<file path="src/rtl/host_cmd_pkg.sv">
// Shared types and defaults for the host command front-end and the destination/reply side.
package host_cmd_pkg;

    typedef enum logic [1:0] {
        IDLE,
        ADDR,
        LEN,
        DATA
    } state_t;

    localparam logic [7:0] DEF_PREFIX = 8'hAA;
    localparam int         DEF_N_DEST = 10;

endpackage

</file>
<file path="src/rtl/parser_timeout.sv">
// Inter-byte gap counter: cleared by clr, counts while en, flags expire at TIMEOUT_CYCLES.
module parser_timeout #(
    parameter int TIMEOUT_CYCLES = 100000
) (
    input  logic clk,
    input  logic rst,
    input  logic clr,
    input  logic en,
    output logic expire
);

    localparam int W = $clog2(TIMEOUT_CYCLES + 1);

    logic [W-1:0] cnt;

    // A byte arriving in the expiry cycle wins over the timeout.
    assign expire = en && !clr && (cnt == W'(TIMEOUT_CYCLES));

    always_ff @(posedge clk) begin
        if (rst || clr) begin
            cnt <= '0;
        end else if (en && (cnt != W'(TIMEOUT_CYCLES))) begin
            cnt <= cnt + 1'b1;
        end
    end

endmodule

</file>
<file path="src/rtl/host_cmd_parser.sv">
// Frames host bytes into prefix/address/length/payload packets and strobes payload to one destination.
// Optional inter-byte timeout is enabled by defining PARSER_TIMEOUT_EN.
module host_cmd_parser
    import host_cmd_pkg::*;
#(
    parameter int         N_DEST         = DEF_N_DEST,
    parameter logic [7:0] PREFIX         = DEF_PREFIX,
    parameter int         TIMEOUT_CYCLES = 100000
) (
    input  logic              clk,
    input  logic              rst,
    input  logic [7:0]        rx_data,
    input  logic              rx_valid,
    output logic [7:0]        master_data,
    output logic [N_DEST-1:0] valid_bus,
    output logic              busy,
    output logic              pkt_err,
    output logic [7:0]        err_cnt
);

    state_t      state, state_nxt;
    logic [7:0]  dest, dest_nxt;
    logic [7:0]  remaining, remaining_nxt;
    logic        fwd;
    logic        err_now;
    logic        timeout;
    logic        dest_ok;
    logic [N_DEST-1:0] dest_onehot;

    assign busy        = (state != IDLE);
    assign dest_ok     = (32'(dest) < N_DEST);
    assign dest_onehot = {{(N_DEST-1){1'b0}}, 1'b1} << dest;

`ifdef PARSER_TIMEOUT_EN
    parser_timeout #(
        .TIMEOUT_CYCLES(TIMEOUT_CYCLES)
    ) u_timeout (
        .clk    (clk),
        .rst    (rst),
        .clr    (rx_valid || (state == IDLE)),
        .en     (state != IDLE),
        .expire (timeout)
    );
`else
    assign timeout = 1'b0;
`endif

    always_comb begin
        state_nxt     = state;
        dest_nxt      = dest;
        remaining_nxt = remaining;
        fwd           = 1'b0;
        err_now       = 1'b0;
        if (timeout) begin
            state_nxt = IDLE;
            err_now   = 1'b1;
        end else if (rx_valid) begin
            case (state)
                IDLE: if (rx_data == PREFIX) state_nxt = ADDR;
                ADDR: begin
                    dest_nxt  = rx_data;
                    state_nxt = LEN;
                end
                LEN: begin
                    if (rx_data == 8'd0) begin
                        err_now   = 1'b1;
                        state_nxt = IDLE;
                    end else begin
                        remaining_nxt = rx_data;
                        state_nxt     = DATA;
                    end
                end
                DATA: begin
                    // PREFIX inside the payload is just data; no resync mid-packet.
                    fwd           = dest_ok;
                    remaining_nxt = remaining - 8'd1;
                    if (remaining == 8'd1) begin
                        state_nxt = IDLE;
                        err_now   = !dest_ok;
                    end
                end
                default: state_nxt = IDLE;
            endcase
        end
    end

    always_ff @(posedge clk) begin
        if (rst) begin
            state       <= IDLE;
            dest        <= '0;
            remaining   <= '0;
            master_data <= '0;
            valid_bus   <= '0;
            pkt_err     <= 1'b0;
            err_cnt     <= '0;
        end else begin
            state     <= state_nxt;
            dest      <= dest_nxt;
            remaining <= remaining_nxt;
            pkt_err   <= err_now;
            valid_bus <= fwd ? dest_onehot : '0;
            if (fwd) master_data <= rx_data;
            if (pkt_err && (err_cnt != 8'hFF)) err_cnt <= err_cnt + 8'd1;
        end
    end

endmodule

</file>
<file path="config.mk">
export PLATFORM = sky130hd
export DESIGN_NAME = host_cmd_parser
export DESIGN_NICKNAME = d
export VERILOG_FILES = /design/src/rtl/host_cmd_pkg.sv /design/src/rtl/parser_timeout.sv /design/src/rtl/host_cmd_parser.sv
export SDC_FILE = /design/constraint.sdc
export NUM_CORES = 1
export LEC_CHECK = 0
export ABC_AREA = 1
export ABC_CLOCK_PERIOD_IN_PS = 1410
export BUFFER_PORTS_ARGS = -buffer_cell sky130_fd_sc_hd__buf_2
export CAP_MARGIN = 10
export CORE_ASPECT_RATIO = 1.25
export CORE_MARGIN = 4
export CORE_UTILIZATION = 49
export CTS_BUF_LIST = sky130_fd_sc_hd__clkbuf_4
export DETAILED_ROUTE_END_ITERATION = 16
export MAX_ROUTING_LAYER = met4
export PLACE_DENSITY = 0.83
export SETUP_SLACK_MARGIN = 0.1
export SLEW_MARGIN = 20
export SYNTH_ARGS = -nofsm -noshare
export SYNTH_HDL_FRONTEND = slang
export SYNTH_SLANG_ARGS = --single-unit
export TNS_END_PERCENT = 100
</file>
<file path="constraint.sdc">
create_clock -name clk -period 1.41 [get_ports clk]
set_input_delay 0.3525 -clock clk [delete_from_list [all_inputs] [get_ports clk]]
set_output_delay 0.3525 -clock clk [all_outputs]
set_load 0.02 [all_outputs]
</file>
* Yosys cells after proc, flatten, opt, wreduce, memory -nomap -nowiden
Index checks and enable logic that the tools add are counted.
** Word-level totals
- Register bits after elaboration :: 45
- Latch bits :: 0
- Bits in writable memories :: 0
- Bits in read-only memories :: 0
- Logic and storage cells :: 44
- Memories kept :: 0
** Cells by class
- Add/sub/neg operators :: 2
- Multipliers :: 0
- Divide/modulo/power cells :: 0
- Order comparisons :: 1
- Equal/unequal tests :: 9
- Shifts and indexed selects :: 1
- Muxes and demuxes :: 11
- Bitwise logic cells :: 2
- Reductions and logical operators :: 11
** Operator list (number)
- case mux 8 bit (2 select lines) :: 1
- left shift 1 x 8 -> 10 bit, first input constant :: 1
- adder 8 x 1 -> 8 bit, second input constant :: 1
- equality test 8 x 1 -> 1 bit, second input constant :: 1
- equality test 8 bit, second input constant :: 1
- logical NOT 8 bit :: 1
- less-than comparator 8 x 4 -> 1 bit, second input constant :: 1
- two-way mux 8 bit :: 1
- inequality test 8 bit, second input constant :: 1
- case mux 2 bit (4 select lines) :: 1
- subtractor 8 x 1 -> 8 bit, second input constant :: 1
- two-way mux 2 bit :: 3
- inequality test 2 bit, second input constant :: 3
- AND reduction 3 bit :: 2
- equality test 2 bit, second input constant :: 2
- two-way mux 1 bit :: 4
- nonzero test 2 bit :: 2
- OR reduction 2 bit :: 2
- equality test 2 x 1 -> 1 bit, second input constant :: 1
- logical NOT 2 bit :: 1
- inverter 1 bit :: 2
- case mux 1 bit (2 select lines) :: 1
- AND reduction 2 bit :: 1
- logical AND 1 bit :: 1
- logical NOT 1 bit :: 1

* Depth between registers and ports, before layout
Gate-level depths: netlist of run 1.
- Depth after elaboration :: 5
- Gate-level depth with buffers :: 9
- Mapped depth without buffers :: 9

* Least setup slack after synthesis of run 1
OpenSTA, ideal clock, no wires.
- Path kind :: register to register
- Start point :: register err_cnt[0]
- End point :: register err_cnt[0]
- Arrival :: 1336 ps
- Path slack :: -59 ps
- Cell stages (with the launch flop) :: 9
- Path buffers :: 0
- Period minus slack after synthesis :: 1469 ps
- Cells stage by stage :: dfxtp_1 ha_1 nand2_1 inv_1 nand3_1 nand2_1 inv_1 o21ai_0 a21oi_1
** Between the ends
- Word-level cells in the longest chain between the ends :: 2
- Elaborated cells on any way between the ends :: 3
- Those cells by class :: add/sub (1); eq/ne (1); reduce/logical (1)
** Ends and longest elaborated chain
- start, declared :: line host_cmd_parser.sv:18 : output logic [7:0] err_cnt
- start signal, assigned :: line host_cmd_parser.sv:103 : if (pkt_err && (err_cnt != 8'hFF)) err_cnt <= err_cnt + 8'd1;
- branches (longest 2 deep; another with adder 8 x 1 -> 8 bit)
Several ways; the timed one is not identified.
A chain may end at the register's enable or synchronous reset.

* Worst setup path in the final report of run 1
- Start point :: register state[1]
- End point :: output port busy
** Between the ends
- Word-level cells in the longest chain between the ends :: 1
** Ends and longest elaborated chain
- start, declared :: line host_cmd_parser.sv:21 : state_t state, state_nxt;
- start signal, assigned :: line host_cmd_parser.sv:97 : state <= state_nxt;
- nonzero test 2 bit :: line host_cmd_parser.sv:30 : assign busy = (state != IDLE);
- end, declared :: line host_cmd_parser.sv:16 : output logic busy,
No other way between the ends.

==> results of run 1 <==
per-layer routing:
layer	vias to the layer above	part of all wire, %
met5	-	0
met4	0	5.0
met3	30	6.2
met2	103	51
met1	1038	38
li1	1105	-
through the flow:
stage               hold slack [ps]  TNS (ps)  worst slack (ps)
floorplan                     429.0         0             86.82
global route                  268.1    -69.91            -33.70
finish                        275.0         0             39.67
CTS                           266.2         0             20.48
global placement              437.0         0             32.60
detailed placement            445.1    -108.5            -24.22
power by group:
group | switching, W | internal [W] | leakage, nW
logic | 0.000252 | 0.000165 | 0.841
registers | 0.0000322 | 0.00130 | 0.372
clock network | 0.000451 | 0.000558 | 0.0558
layout make-up:
class                   instances  area (sq um)  share of cell area (%)
multi-input cells             209          1179                   40.22
repair inverters                1         5.005                  0.1708
clock buffers                   5         37.54                   1.281
flip-flops and latches         45         933.4                   31.85
well taps                      56         70.07                   2.391
repair buffers                 67         483.0                   16.48
clock inverters                 3         68.82                   2.348
inverters                      38         153.9                   5.252
worst max-delay path by stage:
stage | startpoint | endpoint | slack [ps] | cells after the start
2_1_floorplan | err_cnt[0] | err_cnt[0] | 90 | 8
3_3_place_gp | rx_data[6] | remaining[6] | 30 | 9
3_5_place_dp | rx_data[6] | remaining[1] | -20 | 8
4_1_cts | state[1] | busy | 20 | 3
5_1_grt | state[1] | remaining[0] | -30 | 7
6_report | state[1] | busy | 40 | 3
repair_timing:
action / in CTS / in global routing
setup endpoints to repair: 19 / 53
gates resized for setup: 34 / 65
cloned: 0 / 2
buffers inserted: 8 / 7
pin swaps: 4 / 16
worst register-to-register path, delay by kind of cell (launching register included):
family	cells	cell delay, ps
buf+inv	1	160
simple gates	6	760
flops	1	380
sequential cells by signal (all words and copies together) (netlist names):
signal       cells
err_cnt          8
master_data      8
state            2
remaining        8
valid_bus       10
pkt_err          1
dest             8
kinds of logic (layout without fill, tap and decap cells):
family,after synthesis,after routing
buffers and inverters,45,114
flip-flops,45,45
adder cells (fa/ha/maj),3,3
AO/OA/AOI/OAI,55,55
AND/OR/NAND/NOR,150,151
layout by cell type, fill, tap and decap left out, types with 2 or more instances in the layout:
cell type	Yosys	layout
dfxtp_2	0	8
inv_1	37	28
o21ai_0	20	9
inv_2	0	7
a21oi_1	32	28
buf_2	2	33
ha_4	0	2
bufinv_16	0	2
dfxtp_1	45	31
nor2_4	2	5
clkbuf_4	0	5
nand2_2	1	7
nor3_1	13	5
nor2_1	41	32
nor3_2	0	7
dfxtp_4	0	6
a21oi_2	0	4
nor2_2	0	6
nand3_2	0	2
buf_4	0	22
nand2_4	2	4
buf_12	0	2
o21ai_1	2	10
o21ai_2	0	3
nand2_1	65	57
buf_6	1	10
nand3_1	21	19
nand3b_1	2	2
==> impl_metrics.json, run 1 <==
{
  "status": "finished, final reports clean",
  "fmax_ghz": 0.7298,
  "synth_compound_area_share_pct": 13.45,
  "nNetsFinal": 381,
  "seq_area_frac_synth_pct": 43.64,
  "area_growth_pct": 41.94,
  "r2r_end": "valid_bus[1]",
  "cp.buffers_inverters": 2,
  "start_util_pct": 50.77,
  "finalSetupViolations": 0,
  "rows": 26,
  "die_area_sq_um": 5322,
  "synthArstFlopShare_pct": 0,
  "grt_pass1_vias": 2018,
  "synth-seq-cells": 45,
  "drive_above_1_share_pct": 39.13,
  "drc": 0,
  "yosysTopAreaCell": "dfxtp_1",
  "root_buffer": "clkbuf_4",
  "final_util_pct": 72.06,
  "r2r.worst_path.cells": 7,
  "fillers": 291,
  "grt_util_met2_pct": 38.82,
  "clk_latency_ps": 370,
  "track_usage_pct": 21.91,
  "grt.met1_usage_pct": 22.69,
  "hold_path_class": "in -> reg",
  "routed_wl_microns": 5951,
  "slew_violations": 0,
  "hold_path_depth": 3,
  "synth_commonest_cells": "65 x nand2_1, 45 x dfxtp_1, 41 x nor2_1, 37 x inv_1, 32 x a21oi_1",
  "cp_cell_sequence": "nor2_4, inv_2, buf_6",
  "die_h_microns": 80.57,
  "synth.most_common_cell": "nand2_1",
  "finalCritPeriodShare_pct": 97.19,
  "synthCells": 298,
  "slowest_stage": "dfxtp_4",
  "hold_start": "rx_data[0]",
  "end_kind": "output port",
  "grt_pass1_wl_microns": 8728,
  "io_pins": 39,
  "avgSynthCellArea_sq_um": 6.928,
  "required_ps": 1060,
  "synthSimpleGateAreaFrac_pct": 32.36,
  "synth_area_leaders": "dfxtp_1 44%, nand2_1 12%, a21oi_1 7.8%",
  "finalNonFillerCells": 424,
  "grt_overflow": 0,
  "cts_max_level": 2,
  "syn_nets": 312,
  "port_buffers": 38,
  "die_w_microns": 66.06,
  "core_area_sq_um": 4066,
  "num_vias": 2276,
  "synth_fa_ha_area_share_pct": 1.818,
  "worstSetupPathType": "reg -> out",
  "placed_area_sq_um": 2416,
  "cts_buffers": 5,
  "power_per_cell_area_nw_per_um2": 941.1,
  "netlist_area_sq_um": 2064,
  "ant_nets": 0,
  "drt-initial-drc-count": 225,
  "synth_top_family_by_area": "simple AND/OR/NAND/NOR gates",
  "synth_mux_area_share_pct": 0,
  "cts_buffer_depth": 2,
  "rrSetupSlack_ps": 50,
  "fin_area_sq_um": 2930,
  "ys_types": 22,
  "dp_hpwl_microns": 3596,
  "leakage_nw": 1.269,
  "ctsHoldBuffers": 0,
  "relSlewSlack_pct": 83.32,
  "hold_path_end": "master_data[0]",
  "place_inst": 399,
  "grt.busiest_layer": "met2",
  "clock_skew_ps": 8.878,
  "synth_warnings": 0,
  "post-route-min-period_ps": 1370,
  "antenna_found_initial": 0,
  "cts_tree": "done",
  "cp-start-kind": "flip-flop",
  "r2r_start": "state[0]",
  "power_w": 0.002758,
  "cp_top_family": "flip-flops",
  "grt_max_degree": 21,
  "gp_congestion": 0.9307,
  "crit_arrival_ps": 1020,
  "cap_violations": 0,
  "synth_edf_count": 0,
  "grt_util_met3_pct": 4.476,
  "rsz0062_at_grt": "true",
  "wl_per_cell_microns": 14.04,
  "finalHoldViolCount": 0,
  "clk_pin_slew_worst_paths_ps": 140,
  "ys_dominant_reg_cell": "dfxtp_1",
  "clock-sinks": 45,
  "cp_slowest_stage_delay_ps": 390,
  "tightest_slew_ps": 249.9,
  "vias_per_cell": 5.368,
  "n_antenna_cell": 0,
  "firstDrtPassIters": 4,
  "crit_fanout": 3,
  "vdd_drop_max_mv": 0.7932,
  "synth_xor_area_share_pct": 0,
  "synth_top_cell_area_share_pct": 43.64
}
Power figures use the tool's default switching activity.
==> run 2, diff against run 1 <==
--- a/config.mk
+++ b/config.mk
@@ -9,11 +9,10 @@
 export ABC_CLOCK_PERIOD_IN_PS = 1410
 export BUFFER_PORTS_ARGS = -buffer_cell sky130_fd_sc_hd__buf_2
 export CAP_MARGIN = 10
-export CORE_ASPECT_RATIO = 1.25
-export CORE_MARGIN = 4
 export CORE_UTILIZATION = 49
 export CTS_BUF_LIST = sky130_fd_sc_hd__clkbuf_4
 export DETAILED_ROUTE_END_ITERATION = 16
+export GPL_ROUTABILITY_DRIVEN = 0
 export MAX_ROUTING_LAYER = met4
 export PLACE_DENSITY = 0.83
 export SETUP_SLACK_MARGIN = 0.1
==> run 2 against run 1 <==
The flow now finishes with violations (setup timing). Utilization shrank 0.23 points. Maximum frequency down 3.1%. Die area fell by 16%. Clock skew is 3.6 ps higher. Sequential share of layout area rose by 0.31 points. Non-clock buffer count up 3. Clock power fell by 18%. First-iteration DRC count shrank 8.0%. Power down 6.1%. Final cell count is 0.94% lower. Critical path type unchanged. Largest cell class unchanged.
==> impl_metrics.json, run 2 (same netlist as run 1, synthesis figures left out) <==
{
  "post-route-min-period_ps": 1414,
  "finalWorstSetupSlack_ps": -4.455,
  "hold_start": "rx_data[5]",
  "hold_path_class": "in -> reg",
  "finalHoldViolCount": 0,
  "status": "finished, violations left",
  "power_w": 0.002589,
  "drc": 0,
  "num_vias": 2257,
  "cp-start-kind": "flip-flop",
  "area_growth_pct": 40.18,
  "port_buffers": 38,
  "die_h_microns": 66.91,
  "rsz0062_at_grt": "true",
  "grt_max_degree": 21,
  "violations": "setup timing",
  "finalCritPeriodShare_pct": 100.3,
  "root_buffer": "clkbuf_4",
  "cts_buffers": 5,
  "relSlewSlack_pct": 82.06,
  "ctsHoldBuffers": 0,
  "clk_pin_slew_worst_paths_ps": 130,
  "largest_reg_flops": 10,
  "drive_above_1_share_pct": 38.92,
  "grt_pass1_wl_microns": 7900,
  "r2r_start": "state[0]",
  "fin_area_sq_um": 2894,
  "antenna_found_initial": 0,
  "cts_max_level": 2,
  "n_antenna_cell": 0,
  "core_area_sq_um": 4029,
  "final_util_pct": 71.83,
  "place_inst": 397,
  "slew_violations": 0,
  "firstDrtPassIters": 5,
  "finalNonFillerCells": 420,
  "wl_per_cell_microns": 14.64,
  "clk_latency_ps": 370,
  "nNetsFinal": 383,
  "top_register": "valid_bus",
  "power_per_cell_area_nw_per_um2": 894.7,
  "tightest_slew_ps": 267.1,
  "leakage_nw": 1.279,
  "track_usage_pct": 24.24,
  "mostFrequentLayoutCell": "nand2_1",
  "ant_nets": 0,
  "cts_buffer_depth": 2,
  "final_cell_mix": "56 x nand2_1, 34 x nor2_1, 33 x buf_2",
  "start_util_pct": 51.24,
  "finalSetupViolations": 1,
  "routed_wl_microns": 6147,
  "drt-initial-drc-count": 207,
  "cap_violations": 0,
  "die_w_microns": 66.91,
  "fillers": 275,
  "die_area_sq_um": 4477,
  "clock-sinks": 45,
  "cts_tree": "done",
  "vdd_drop_max_mv": 0.9745,
  "setup_tns_ps": -4.455,
  "crit_arrival_ps": 1060,
  "grt_overflow": 0,
  "rows": 23,
  "clock_skew_ps": 12.45,
  "required_ps": 1060,
  "grt_pass1_vias": 1814,
  "crit_fanout": 2,
  "crit_path_start": "state[0]",
  "placed_area_sq_um": 2439,
  "io_pins": 39,
  "worstSetupPathType": "reg -> out",
  "fmax_ghz": 0.7070,
  "dp_hpwl_microns": 3573,
  "end_kind": "output port",
  "vias_per_cell": 5.374
}
## run 2: cell count changes in the layout (fill, tap and decap cells not counted), sizes merged
cell / change
buf: +3
bufinv: -1
clkbuf: +1
clkinv: +1
clkinvlp: -2
## run 2: final timing paths
path	cells after the start	to	slack, ps
hold / removal	3	dest[5]	290
setup reg to reg	8	valid_bus[5]	10
setup / recovery	4	busy	-4
hold reg to reg	2	dest[6]	460
## run 2: through the flow
step / hold slack (ps) / setup WS, ps
global route: 295.2 / -72.44
global placement: 439.3 / -2.312
finish: 288.2 / -4.455
detailed placement: 448.7 / -37.54
floorplan: 429.0 / 86.82
CTS: 281.0 / -10.17
## run 2: critical path: stages (launching register included)
cell     delay, ps
dfxtp_2        350
buf_6          110
nor2_4          80
inv_2           40
buf_6          120
## run 2: metal layers
metal | track usage, % | wire length (microns)
met1 | 30.46 | 2470
met2 | 37.50 | 3104
met3 | 4.966 | 435
met4 | 10.37 | 136
met5 | - | 0
## run 2: timing repair
action / in CTS / in global routing
setup buffers: 5 / 9
endpoints found under the setup margin: 13 / 49
pin swaps: 3 / 10
cloned: 0 / 1
gates resized for setup: 29 / 58
## run 2: cell type report
type | count | area, sq um | area share (%)
Sequential cell | 45 | 930.9 | 32.17
Timing Repair Buffer | 70 | 489.2 | 16.90
Clock buffer | 6 | 45.04 | 1.556
Tap cell | 50 | 62.56 | 2.162
Multi-Input combinational cell | 209 | 1180 | 40.77
Clock inverter | 2 | 38.79 | 1.340
Inverter | 38 | 147.6 | 5.102
## run 2: power by group
group,switching (W),internal [W],total [W]
Sequential,0.0000345,0.00130,0.00133
Combinational,0.000254,0.000173,0.000426
Clock,0.000433,0.000397,0.000830
==> run 3, diff against run 2 <==
--- a/config.mk
+++ b/config.mk
@@ -15,6 +15,7 @@
 export GPL_ROUTABILITY_DRIVEN = 0
 export MAX_ROUTING_LAYER = met4
 export PLACE_DENSITY = 0.83
+export RECOVER_POWER = 25
 export SETUP_SLACK_MARGIN = 0.1
 export SLEW_MARGIN = 20
 export SYNTH_ARGS = -nofsm -noshare
==> run 3 against run 2 <==
The run still ends with setup timing left. Clock power is 0.8% higher. Largest cell class unchanged. Combinational power hardly changed. Sequential share of layout area is 0.18 points higher. Clock-buffer cell count stayed put. Maximum frequency hardly changed. Sequential cell count stayed put.
==> impl_metrics.json, run 3 (same netlist as run 1, synthesis figures left out) <==
{
  "grt_max_degree": 21,
  "cap_violations": 0,
  "crit_arrival_ps": 1060,
  "n_antenna_cell": 0,
  "clk_pin_slew_worst_paths_ps": 130,
  "die_w_microns": 66.91,
  "grt_pass1_vias": 1814,
  "finalHoldViolCount": 0,
  "largest_reg_flops": 10,
  "leakage_nw": 1.220,
  "firstDrtPassIters": 7,
  "relSlewSlack_pct": 82.16,
  "drc": 0,
  "grt_overflow": 0,
  "wl_per_cell_microns": 14.65,
  "worstSetupPathType": "reg -> out",
  "die_h_microns": 66.91,
  "hold_slack_ps": 287.0,
  "finalWorstSetupSlack_ps": -3.889,
  "fin_area_sq_um": 2874,
  "fillers": 288,
  "vias_per_cell": 5.381,
  "required_ps": 1060,
  "num_vias": 2260,
  "placed_area_sq_um": 2439,
  "drive_above_1_share_pct": 34.86,
  "rows": 23,
  "post-route-min-period_ps": 1414,
  "clock-sinks": 45,
  "crit_fanout": 2,
  "core_area_sq_um": 4029,
  "vdd_drop_max_mv": 0.9755,
  "port_buffers": 38,
  "hold_path_class": "in -> reg",
  "status": "finished, violations left",
  "violations": "setup timing",
  "drt-initial-drc-count": 188,
  "clock_skew_ps": 11.94,
  "routed_wl_microns": 6154,
  "tightest_slew_ps": 265.6,
  "finalCritPeriodShare_pct": 100.3,
  "power_per_cell_area_nw_per_um2": 902.8,
  "final_cell_mix": "57 x nand2_1, 34 x nor2_1, 32 x dfxtp_1, 31 x inv_1, 31 x a21oi_1",
  "cts_buffer_depth": 2,
  "cts_max_level": 2,
  "antenna_found_initial": 0,
  "die_area_sq_um": 4477,
  "cts_buffers": 5,
  "finalNonFillerCells": 420,
  "track_usage_pct": 24.24,
  "mostFrequentLayoutCell": "nand2_1",
  "cts_tree": "done",
  "cp-start-kind": "flip-flop",
  "fmax_ghz": 0.7073,
  "r2r.worst_path.cells": 8,
  "place_inst": 397,
  "io_pins": 39,
  "multiInputGateArea_sq_um": 1177,
  "end_kind": "output port",
  "start_util_pct": 51.24,
  "clk_latency_ps": 370,
  "ant_nets": 0,
  "hold_path_depth": 3,
  "top_register": "valid_bus",
  "finalSetupViolations": 1,
  "area_growth_pct": 39.21,
  "slew_violations": 0,
  "seq_area_sq_um": 929.6,
  "place_ws_ps": -37.54,
  "dp_hpwl_microns": 3573,
  "root_buffer": "clkbuf_4",
  "grt_pass1_wl_microns": 7900,
  "nNetsFinal": 383,
  "rsz0062_at_grt": "true"
}
-- run 3: routing by layer --
layer | up-vias | share of wire (%) | GRT usage [%] | routed length (microns)
met5 | - | 0 | - | 0
met4 | 0 | 2.5 | 10.37 | 156
met3 | 18 | 6.5 | 4.966 | 399
met2 | 114 | 50 | 37.50 | 3089
met1 | 1029 | 41 | 30.46 | 2509
li1 | 1099 | - | - | -
-- run 3: path summary, 6_finish.rpt --
| kind | start | to | slack, ps |
|---|---|---|---|
| hold reg to reg | dest[6] | dest[6] | 460 |
| hold / removal | rx_data[5] | dest[5] | 290 |
| setup / recovery | state[0] | busy | -4 |
| setup reg to reg | state[0] | valid_bus[5] | 10 |
-- run 3: cell type report --
class                   instances  area share [%]
multi-input cells             209           40.97
repair buffers                 70           16.46
well taps                      50           2.177
inverters                      38           5.137
clock buffers                   6           1.567
flip-flops and latches         45           32.35
clock inverters                 2           1.350
-- run 3: critical path, cell delays in order, from the launching register on --
cell and delay [ps]:
dfxtp_2 350, buf_6 110, nor2_4 80, inv_2 40, buf_6 120
-- run 3: stage by stage --
step / util [%] / power, W / TNS, ps
floorplan: - / 0.001575 / 0
global placement: 60.53 / 0.001681 / -4.337
detailed placement: 60.53 / 0.001690 / -176.0
CTS: 65.90 / 0.002536 / -10.17
global route: 71.34 / 0.002690 / -584.7
finish: 71.34 / 0.002595 / -3.889
-- run 3: power by group --
group	leakage (nW)	switching (W)	internal [W]
Sequential	0.371	0.0000344	0.00130
Combinational	0.803	0.000253	0.000172
Clock	0.0459	0.000439	0.000397
Total	1.22	0.000727	0.00187
-- run 3: what timing repair did --
item | 4_1_cts | 5_1_grt
pin swaps | 3 | 10
buffers inserted | 5 | 9
hold buffers | 0 | 0
gates resized for setup | 29 | 58
setup endpoints to repair | 13 | 49
cloned | 0 | 1
